File: src/rtl/aether_engine_stream_mem.sv
// Strided N-word read/write task engine for the SDRAM controller port.
// Host data moves over valid/ready streams; reads land in a FWFT FIFO.
module aether_engine_stream_mem #(
  parameter int DataWidth     = 16,
  parameter int AddrWidth     = 25,
  parameter int CountWidth    = 32,
  parameter int ReadFifoDepth = 8
) (
  input  logic                  clk_i,
  input  logic                  rst_ni,
  input  logic                  start_i,
  input  logic                  mode_i,
  input  logic [AddrWidth-1:0]  start_address_i,
  input  logic [CountWidth-1:0] count_i,
  input  logic [AddrWidth-1:0]  stride_i,
  input  logic                  abort_i,
  output logic                  busy_o,
  output logic                  done_o,
  output logic                  aborted_o,
  input  logic [DataWidth-1:0]  wr_data_i,
  input  logic                  wr_valid_i,
  output logic                  wr_ready_o,
  output logic [DataWidth-1:0]  rd_data_o,
  output logic                  rd_valid_o,
  input  logic                  rd_ready_i,
  output logic [1:0]            mem_command_o,
  output logic [AddrWidth-1:0]  mem_address_o,
  output logic [DataWidth-1:0]  mem_data_write_o,
  input  logic [DataWidth-1:0]  mem_data_read_i,
  input  logic                  mem_read_valid_i,
  input  logic                  mem_write_done_i
);
  localparam int PW = $clog2(ReadFifoDepth);
  localparam logic [PW:0] LP_DEPTH = ReadFifoDepth[PW:0];

  typedef enum logic [2:0] {
    S_IDLE, S_FETCH, S_CMD, S_WAIT, S_DRAIN, S_DONE
  } state_t;

  state_t r_state;
  state_t w_next;

  logic                  r_mode;
  logic                  r_abort;
  logic [AddrWidth-1:0]  r_addr;
  logic [AddrWidth-1:0]  r_stride;
  logic [CountWidth-1:0] r_rem;
  logic [DataWidth-1:0]  r_wdata;

  logic [DataWidth-1:0]  r_mem [ReadFifoDepth];
  logic [PW-1:0]         r_wptr;
  logic [PW-1:0]         r_rptr;
  logic [PW:0]           r_cnt;

  logic w_ack;
  logic w_push;
  logic w_pop;
  logic w_empty;
  logic w_space;
  logic w_wr_hs;
  logic w_last;
  logic w_abortable;

  assign w_empty     = (r_cnt == '0);
  assign w_space     = (r_cnt < LP_DEPTH);
  assign w_ack       = r_mode ? mem_write_done_i
                              : mem_read_valid_i;
  assign w_push      = (r_state == S_WAIT) && !r_mode
                       && mem_read_valid_i;
  assign w_pop       = !w_empty && rd_ready_i;
  assign w_wr_hs     = wr_valid_i && wr_ready_o;
  assign w_last      = (r_rem == CountWidth'(1));
  assign w_abortable = (r_state == S_FETCH)
                       || (r_state == S_CMD)
                       || (r_state == S_WAIT);

  always_ff @(posedge clk_i) begin
    if (!rst_ni) begin
      r_state  <= S_IDLE;
      r_mode   <= 1'b0;
      r_abort  <= 1'b0;
      r_addr   <= '0;
      r_stride <= '0;
      r_rem    <= '0;
      r_wdata  <= '0;
    end else begin
      r_state <= w_next;
      if (r_state == S_IDLE && start_i) begin
        r_mode   <= mode_i;
        r_addr   <= start_address_i;
        r_stride <= stride_i;
        r_rem    <= count_i;
        r_abort  <= 1'b0;
      end
      if (w_wr_hs) r_wdata <= wr_data_i;
      if (w_abortable && abort_i) r_abort <= 1'b1;
      if (r_state == S_WAIT && w_ack) begin
        r_rem  <= r_rem - CountWidth'(1);
        r_addr <= r_addr + r_stride;
      end
    end
  end

  always_comb begin
    w_next = r_state;
    unique case (r_state)
      S_IDLE: begin
        if (start_i)
          w_next = (count_i == '0) ? S_DONE : S_FETCH;
      end
      S_FETCH: begin
        if (abort_i)
          w_next = S_DRAIN;
        else if (r_mode ? wr_valid_i : w_space)
          w_next = S_CMD;
      end
      S_CMD: w_next = S_WAIT;
      S_WAIT: begin
        if (w_ack)
          w_next = (w_last || r_abort || abort_i)
                   ? S_DRAIN : S_FETCH;
      end
      S_DRAIN: begin
        if (w_empty) w_next = S_DONE;
      end
      S_DONE: w_next = S_IDLE;
      default: w_next = S_IDLE;
    endcase
  end

  always_comb begin
    busy_o        = (r_state != S_IDLE);
    done_o        = (r_state == S_DONE);
    aborted_o     = (r_state == S_DONE) && r_abort;
    // A beat offered alongside abort must stay with the host.
    wr_ready_o    = (r_state == S_FETCH) && r_mode
                    && !abort_i;
    mem_command_o = 2'd0;
    if (r_state == S_CMD)
      mem_command_o = r_mode ? 2'd1 : 2'd2;
  end

  assign mem_address_o    = r_addr;
  assign mem_data_write_o = r_wdata;

  always_ff @(posedge clk_i) begin
    if (!rst_ni) begin
      r_wptr <= '0;
      r_rptr <= '0;
      r_cnt  <= '0;
    end else begin
      if (w_push) r_wptr <= r_wptr + 1'b1;
      if (w_pop)  r_rptr <= r_rptr + 1'b1;
      if (w_push && !w_pop)
        r_cnt <= r_cnt + 1'b1;
      else if (!w_push && w_pop)
        r_cnt <= r_cnt - 1'b1;
    end
  end

  always_ff @(posedge clk_i) begin
    if (w_push) r_mem[r_wptr] <= mem_data_read_i;
  end

  assign rd_valid_o = !w_empty;
  assign rd_data_o  = w_empty ? '0 : r_mem[r_rptr];

endmodule

File: config.mk
export PLATFORM = sky130hd
export DESIGN_NAME = aether_engine_stream_mem
export DESIGN_NICKNAME = d
export VERILOG_FILES = /design/src/rtl/aether_engine_stream_mem.sv
export SDC_FILE = /design/constraint.sdc
export NUM_CORES = 1
export LEC_CHECK = 0
export CORE_MARGIN = 1.5
export CORE_UTILIZATION = 49
export DETAILED_ROUTE_END_ITERATION = 8
export PLACE_DENSITY_LB_ADDON = 0.2
export SETUP_SLACK_MARGIN = 0.5
export SLEW_MARGIN = 20
export SYNTH_ARGS = -nofsm -noshare
export SYNTH_HDL_FRONTEND = slang
export SYNTH_SLANG_ARGS = --single-unit
File: constraint.sdc
create_clock -name clk_i -period 2.75 [get_ports clk_i]
set_input_delay 0.275 -clock clk_i [delete_from_list [all_inputs] [get_ports clk_i]]
set_output_delay 0.275 -clock clk_i [all_outputs]
set_load 0.005 [all_outputs]
Word level (Yosys, flattened, before mapping)
Memories as Yosys holds them, arrays and structs flattened. A register that Yosys moved wholly into a read port is not among the register bits.
Cells that the tools add are included.
{"block": "totals", "register_bits": 113, "ramBits": 128, "inputBits": 123, "out_inout_bits": 64, "mem_count": 1}
{"name": "r_mem", "depth": 8, "word_bits": 16, "read_ports": 1, "rd_ports_with_merged_regs": 1, "wr": 1, "line": "50", "rtl": "logic [DataWidth-1:0] r_mem [ReadFifoDepth];"}
{"block": "op_classes", "addsub": 6, "order_cmp": 1, "eq_ne": 10, "muxes": 25, "n_reduce_logical": 29}
{"operator": "32-bit two-way mux", "count": 2}
{"operator": "25-bit two-way mux", "count": 2}
{"operator": "32-bit by 1-bit == test with 1-bit output, second input constant", "count": 1}
{"operator": "32-bit logical NOT", "count": 1}
{"operator": "32-bit by 1-bit subtractor with 32-bit output, second input constant", "count": 1}
{"operator": "3-bit two-way mux", "count": 9}
{"operator": "25-bit adder", "count": 1}
{"operator": "16-bit two-way mux", "count": 1}
{"operator": "3-bit case mux with 5 select lines", "count": 1}
{"operator": "1-bit logical AND", "count": 12}
{"operator": "4-bit two-way mux", "count": 2}
{"operator": "3-bit by 1-bit adder with 3-bit output, second input constant", "count": 2}
{"operator": "3-bit by 2-bit == test with 1-bit output, second input constant", "count": 2}
{"operator": "3-bit == test, second input constant", "count": 2}
{"operator": "1-bit two-way mux", "count": 6}
{"operator": "2-bit != test, second input constant", "count": 3}
{"operator": "2-bit nonzero test", "count": 3}
{"operator": "1-bit logical NOT", "count": 5}
{"operator": "4-bit by 1-bit adder with 4-bit output, second input constant", "count": 1}
{"operator": "4-bit logical NOT", "count": 1}
{"operator": "1-bit logical OR", "count": 4}
{"operator": "4-bit < comparator, second input constant", "count": 1}
{"operator": "2-bit two-way mux", "count": 2}
{"operator": "4-bit AND reduction", "count": 1}
{"operator": "5 further kinds", "count": 5}

Logic depth before layout (Yosys ltp)
{"block": "logic_depth", "word_depth": 7, "ltp_mapped": 11}

Worst setup path before layout
No wires, ideal clock.
{"block": "synth_path", "path_kind": "reg-to-reg", "start": "register r_state[2]", "end": "memory r_mem[1][0] (enable)", "setup_ps": 436, "arrival_ps": 2507, "required_time_ps": 2314, "setup_slack_ps": -194, "path_stages_with_launch": 4, "n_path_buf": 0, "synth_period_minus_slack_ps": 2944, "path_cell_list": "dfxtp_1 > and3b_1 > nand3b_1 > nor4b_1"}
{"block": "synth_between", "elab_chain_len": 5}
{"item": "start, declared", "line": "40", "rtl": "state_t r_state;"}
{"item": "start signal, assigned", "line": "87", "rtl": "r_state <= w_next;"}
{"item": "3-bit by 2-bit == test with 1-bit output", "line": "68", "rtl": "assign w_push = (r_state == S_WAIT) && !r_mode"}
{"item": "1-bit logical AND", "line": "68"}
{"item": "1-bit logical AND", "line": "69", "rtl": "&& mem_read_valid_i;"}
{"item": "1-bit two-way mux", "line": "162", "rtl": "if (w_push) r_mem[r_wptr] <= mem_data_read_i;"}
{"item": "1-bit two-way mux (implied by the code)", "line": "162"}
{"item": "end, declared", "line": "50"}
Every way passes these cells.

==> flow_summary.json <==
{
  "setup_viol": 0,
  "synth_async_sr_flop_share_pct": 0,
  "initialDrtViolationCount": 611,
  "clk_latency_worst_skew_pair_ns": 0.52,
  "layout_worst_path_cycle_share_pct": 87.3,
  "setup.worst_path.class": "reg -> out",
  "max_clock_freq_mhz": 417,
  "critPathMaxStageDelay_ns": 0.48,
  "crit_path_top_delay_cell": "sky130_fd_sc_hd__mux4_2",
  "clock-root-buffer": "sky130_fd_sc_hd__clkbuf_16",
  "critPathCaptureType": "primary output",
  "clkSlewWorstSetupHoldPaths_ns": 0.06,
  "post_synth.cell_area_avg_um2": 10.7,
  "maximum_number_of_pins_on_one_net_before_global_route_repair": 80,
  "critical_path_required_ns": 2.48,
  "final_util_pct": 67.6,
  "slew-limit-headroom_pct": 49.7,
  "synth_top_cell_area_share_pct": 33.8,
  "hold_removal_path_class": "in -> reg",
  "final_cell_mix": "171 x sky130_fd_sc_hd__nand2_1, 165 x sky130_fd_sc_hd__clkdlybuf4s50_1, 128 x sky130_fd_sc_hd__edfxtp_1",
  "ys_ff_latch": 244,
  "gpl.final_weighted_congestion": 0.910,
  "status": "finished clean",
  "synth.largest_area_cell": "sky130_fd_sc_hd__edfxtp_1",
  "antenna_violations_before_repair": 0,
  "h-tree-depth": 1,
  "cts-buffers-inserted": 25,
  "post_layout_nonfiller_instances": 1597,
  "vias_in_the_first_global_route": 9068,
  "final_common_cell": "sky130_fd_sc_hd__nand2_1",
  "drive_above_1_share_pct": 18.5,
  "drtPass1Iterations": 5,
  "netlist-cell-type-count": 66,
  "path_max_fanout": 7,
  "maxSlewViolCount": 0,
  "cts_tree": "yes",
  "crit_family": "multiplexers",
  "post_synth_instance_area_mm2": 0.0114,
  "io-pin-count": 187,
  "synth.yosys.seq_area_share_pct": 54.2,
  "globalRouteOverflowTotal": 0,
  "path_buf_inv": 4,
  "route.detailed.wl_per_inst_um": 19.0,
  "dr_total_vias": 9356,
  "syn-instance-count": 1064,
  "fp.dieArea_mm2": 0.0242,
  "max_capacitance_violation_total": 0,
  "final_antenna_net_count": 0,
  "ir_drop_v": 0.000494,
  "buffer_ports.inserted": 186,
  "rsz0062_at_grt": "true",
  "synth_ff_type": "sky130_fd_sc_hd__edfxtp_1",
  "synth_edf_count": 128,
  "flow.area_growth_from_synthesis_pct": 34.9,
  "wl_um": 30300,
  "grt_pass1_wl_um": 47500,
  "setup-tns-final_ns": 0,
  "report.power.total_w": 0.0114,
  "drc": 0,
  "clock_skew_ns": 0.0121,
  "floorplan.die.width_um": 155,
  "final-hold-violation-count": 0,
  "clock-sinks": 244,
  "tightest_slew_ns": 0.755,
  "layout_min_cycle_time_ns": 2.40,
  "core_area_mm2": 0.0227,
  "grt.total_usage_pct": 24.7,
  "max-clock-path-buffers": 3,
  "reg2reg_depth": 5,
  "floorplan.initialDensity_pct": 50.1,
  "syn_nets": 1220,
  "post_cts_hold_buffer_count": 0,
  "placementRows": 55,
  "path_cells": "buf_12 -> buf_12 -> buf_12 -> mux4_2 -> mux2i_1 -> nor2_1 -> buf_2",
  "post-place-cells": 1511,
  "min_delay_path_depth": 3,
  "p_leak_nw": 5.46,
  "viasPerCell": 5.86,
  "dp.final_hpwl_um": 19500,
  "power.density_cell_area_mw_per_mm2": 741,
  "cp_num_cells": 7,
  "filler_cell_count": 1722,
  "timing.critical_path.from_type": "register",
  "finish.net_count": 1448,
  "yosysWarnings": 0,
  "timing.critical_path.arrival_ns": 2.12,
  "ys_top_cells_by_area": "sky130_fd_sc_hd__edfxtp_1 34%, sky130_fd_sc_hd__dfxtp_1 20%, sky130_fd_sc_hd__mux4_2 6.3%, sky130_fd_sc_hd__nand2_1 5.8%, sky130_fd_sc_hd__a21oi_1 4.7%",
  "cpMostUsedCell": "sky130_fd_sc_hd__buf_12",
  "die_height_um": 155
}
## timing repair
| item | 4_1_cts | 5_1_grt |
|---|---|---|
| pin swaps | 22 | 38 |
| setup buffers | 24 | 13 |
| endpoints found under the setup margin | 44 | 59 |
| resized for setup | 112 | 40 |
| cloned | 2 | 0 |
## tightest hold or removal path, stage by stage
cell,delay (ns)
sky130_fd_sc_hd__clkdlybuf4s50_1,0.39
sky130_fd_sc_hd__nand2_1,0.05
sky130_fd_sc_hd__a21oi_1,0.05
## final timing paths
| check | from | slack [ns] | to |
|---|---|---|---|
| worst min register to register | mem_data_write_o[9]$_SDFFE_PN0P_ | 0.45 | mem_data_write_o[9]$_SDFFE_PN0P_ |
| worst min-delay path | stride_i[1] | 0.29 | r_stride[1]$_SDFFE_PN0P_ |
| worst max register to register | r_rem[14]$_SDFFE_PN0P_ | 0.42 | r_state[2]$_SDFFE_PN0P_ |
| worst max-delay path | register | 0.35 | rd_data_o[2] |
## registers in the layout, indices dropped and copies added (netlist names), 3 cells and up, named ones only
name              flops
r_rem                32
r_rptr                3
mem_address_o        25
r_cnt                 4
r_stride             25
r_wptr                3
r_state               3
r_mem               128
mem_data_write_o     16
## synthesized netlist by cell type, types with 4 or more instances
| cell | number |
|---|---|
| sky130_fd_sc_hd__a211oi_1 | 13 |
| sky130_fd_sc_hd__a21o_1 | 9 |
| sky130_fd_sc_hd__a21oi_1 | 108 |
| sky130_fd_sc_hd__a221oi_1 | 4 |
| sky130_fd_sc_hd__a22oi_1 | 5 |
| sky130_fd_sc_hd__a311oi_1 | 5 |
| sky130_fd_sc_hd__a31oi_1 | 8 |
| sky130_fd_sc_hd__a32oi_1 | 4 |
| sky130_fd_sc_hd__and2_1 | 6 |
| sky130_fd_sc_hd__and3_1 | 12 |
| sky130_fd_sc_hd__and4_1 | 4 |
| sky130_fd_sc_hd__buf_1 | 8 |
| sky130_fd_sc_hd__clkbuf_1 | 53 |
| sky130_fd_sc_hd__dfxtp_1 | 116 |
| sky130_fd_sc_hd__edfxtp_1 | 128 |
| sky130_fd_sc_hd__ha_1 | 31 |
| sky130_fd_sc_hd__inv_1 | 15 |
| sky130_fd_sc_hd__mux2i_1 | 23 |
| sky130_fd_sc_hd__mux4_2 | 32 |
| sky130_fd_sc_hd__nand2_1 | 176 |
| sky130_fd_sc_hd__nand3_1 | 25 |
| sky130_fd_sc_hd__nand4_1 | 6 |
| sky130_fd_sc_hd__nor2_1 | 77 |
| sky130_fd_sc_hd__nor3_1 | 22 |
| sky130_fd_sc_hd__nor3b_1 | 4 |
| sky130_fd_sc_hd__nor4_1 | 17 |
| sky130_fd_sc_hd__o211ai_1 | 11 |
| sky130_fd_sc_hd__o21a_1 | 7 |
| sky130_fd_sc_hd__o21ai_0 | 39 |
| sky130_fd_sc_hd__o221ai_1 | 8 |
| sky130_fd_sc_hd__o311ai_0 | 5 |
| sky130_fd_sc_hd__or2_2 | 4 |
| sky130_fd_sc_hd__or3_1 | 6 |
| sky130_fd_sc_hd__xnor2_1 | 10 |
| sky130_fd_sc_hd__xor2_1 | 12 |
## power by group
part / total [W] / switching, W / internal, W
Combinational: 0.00355 / 0.00171 / 0.00184
Clock: 0.00356 / 0.00141 / 0.00215
Sequential: 0.00428 / 0.000224 / 0.00405
## routing by layer
layer  up-vias  routed length [µm]  GRT usage, %
met1      4486               12100          30.3
met2       343               15500          44.2
met3        66                1860          4.07
li1       4461                   -             -
met5         -                   0             0
met4         0                 889          8.34
## area by class of cell
class / instances / area [µm²] / share of cell area [%]
Timing Repair Buffer: 264 / 2590 / 16.9
Sequential cell: 244 / 6190 / 40.3
Multi-Input combinational cell: 742 / 5300 / 34.5
Inverter: 15 / 56.3 / 0.367
Clock inverter: 16 / 218 / 1.42
Tap cell: 285 / 357 / 2.32
Antenna cell: 1 / 2.50 / 0.0163
Clock buffer: 30 / 644 / 4.20
## through the flow
stage | area [µm²] | hold WS, ns | setup WS [ns]
floorplan | 11500 | 0.374 | 0.321
global placement | 13800 | 0.441 | 0.283
detailed placement | 13800 | 0.446 | 0.231
CTS | 15100 | 0.279 | 0.341
global route | 15300 | 0.297 | 0.289
finish | 15400 | 0.294 | 0.351
## cell families after synthesis
group,share of synthesized area (%)
and+or+nand+nor,15.2
AOI/OAI and AO/OA,14.2
DFF,54.2
buffers and inverters,2.59
muxes,8.45
adders and majority gates,3.76
xor gates and xnor gates,1.69
(Power assumes the default switching activity.)
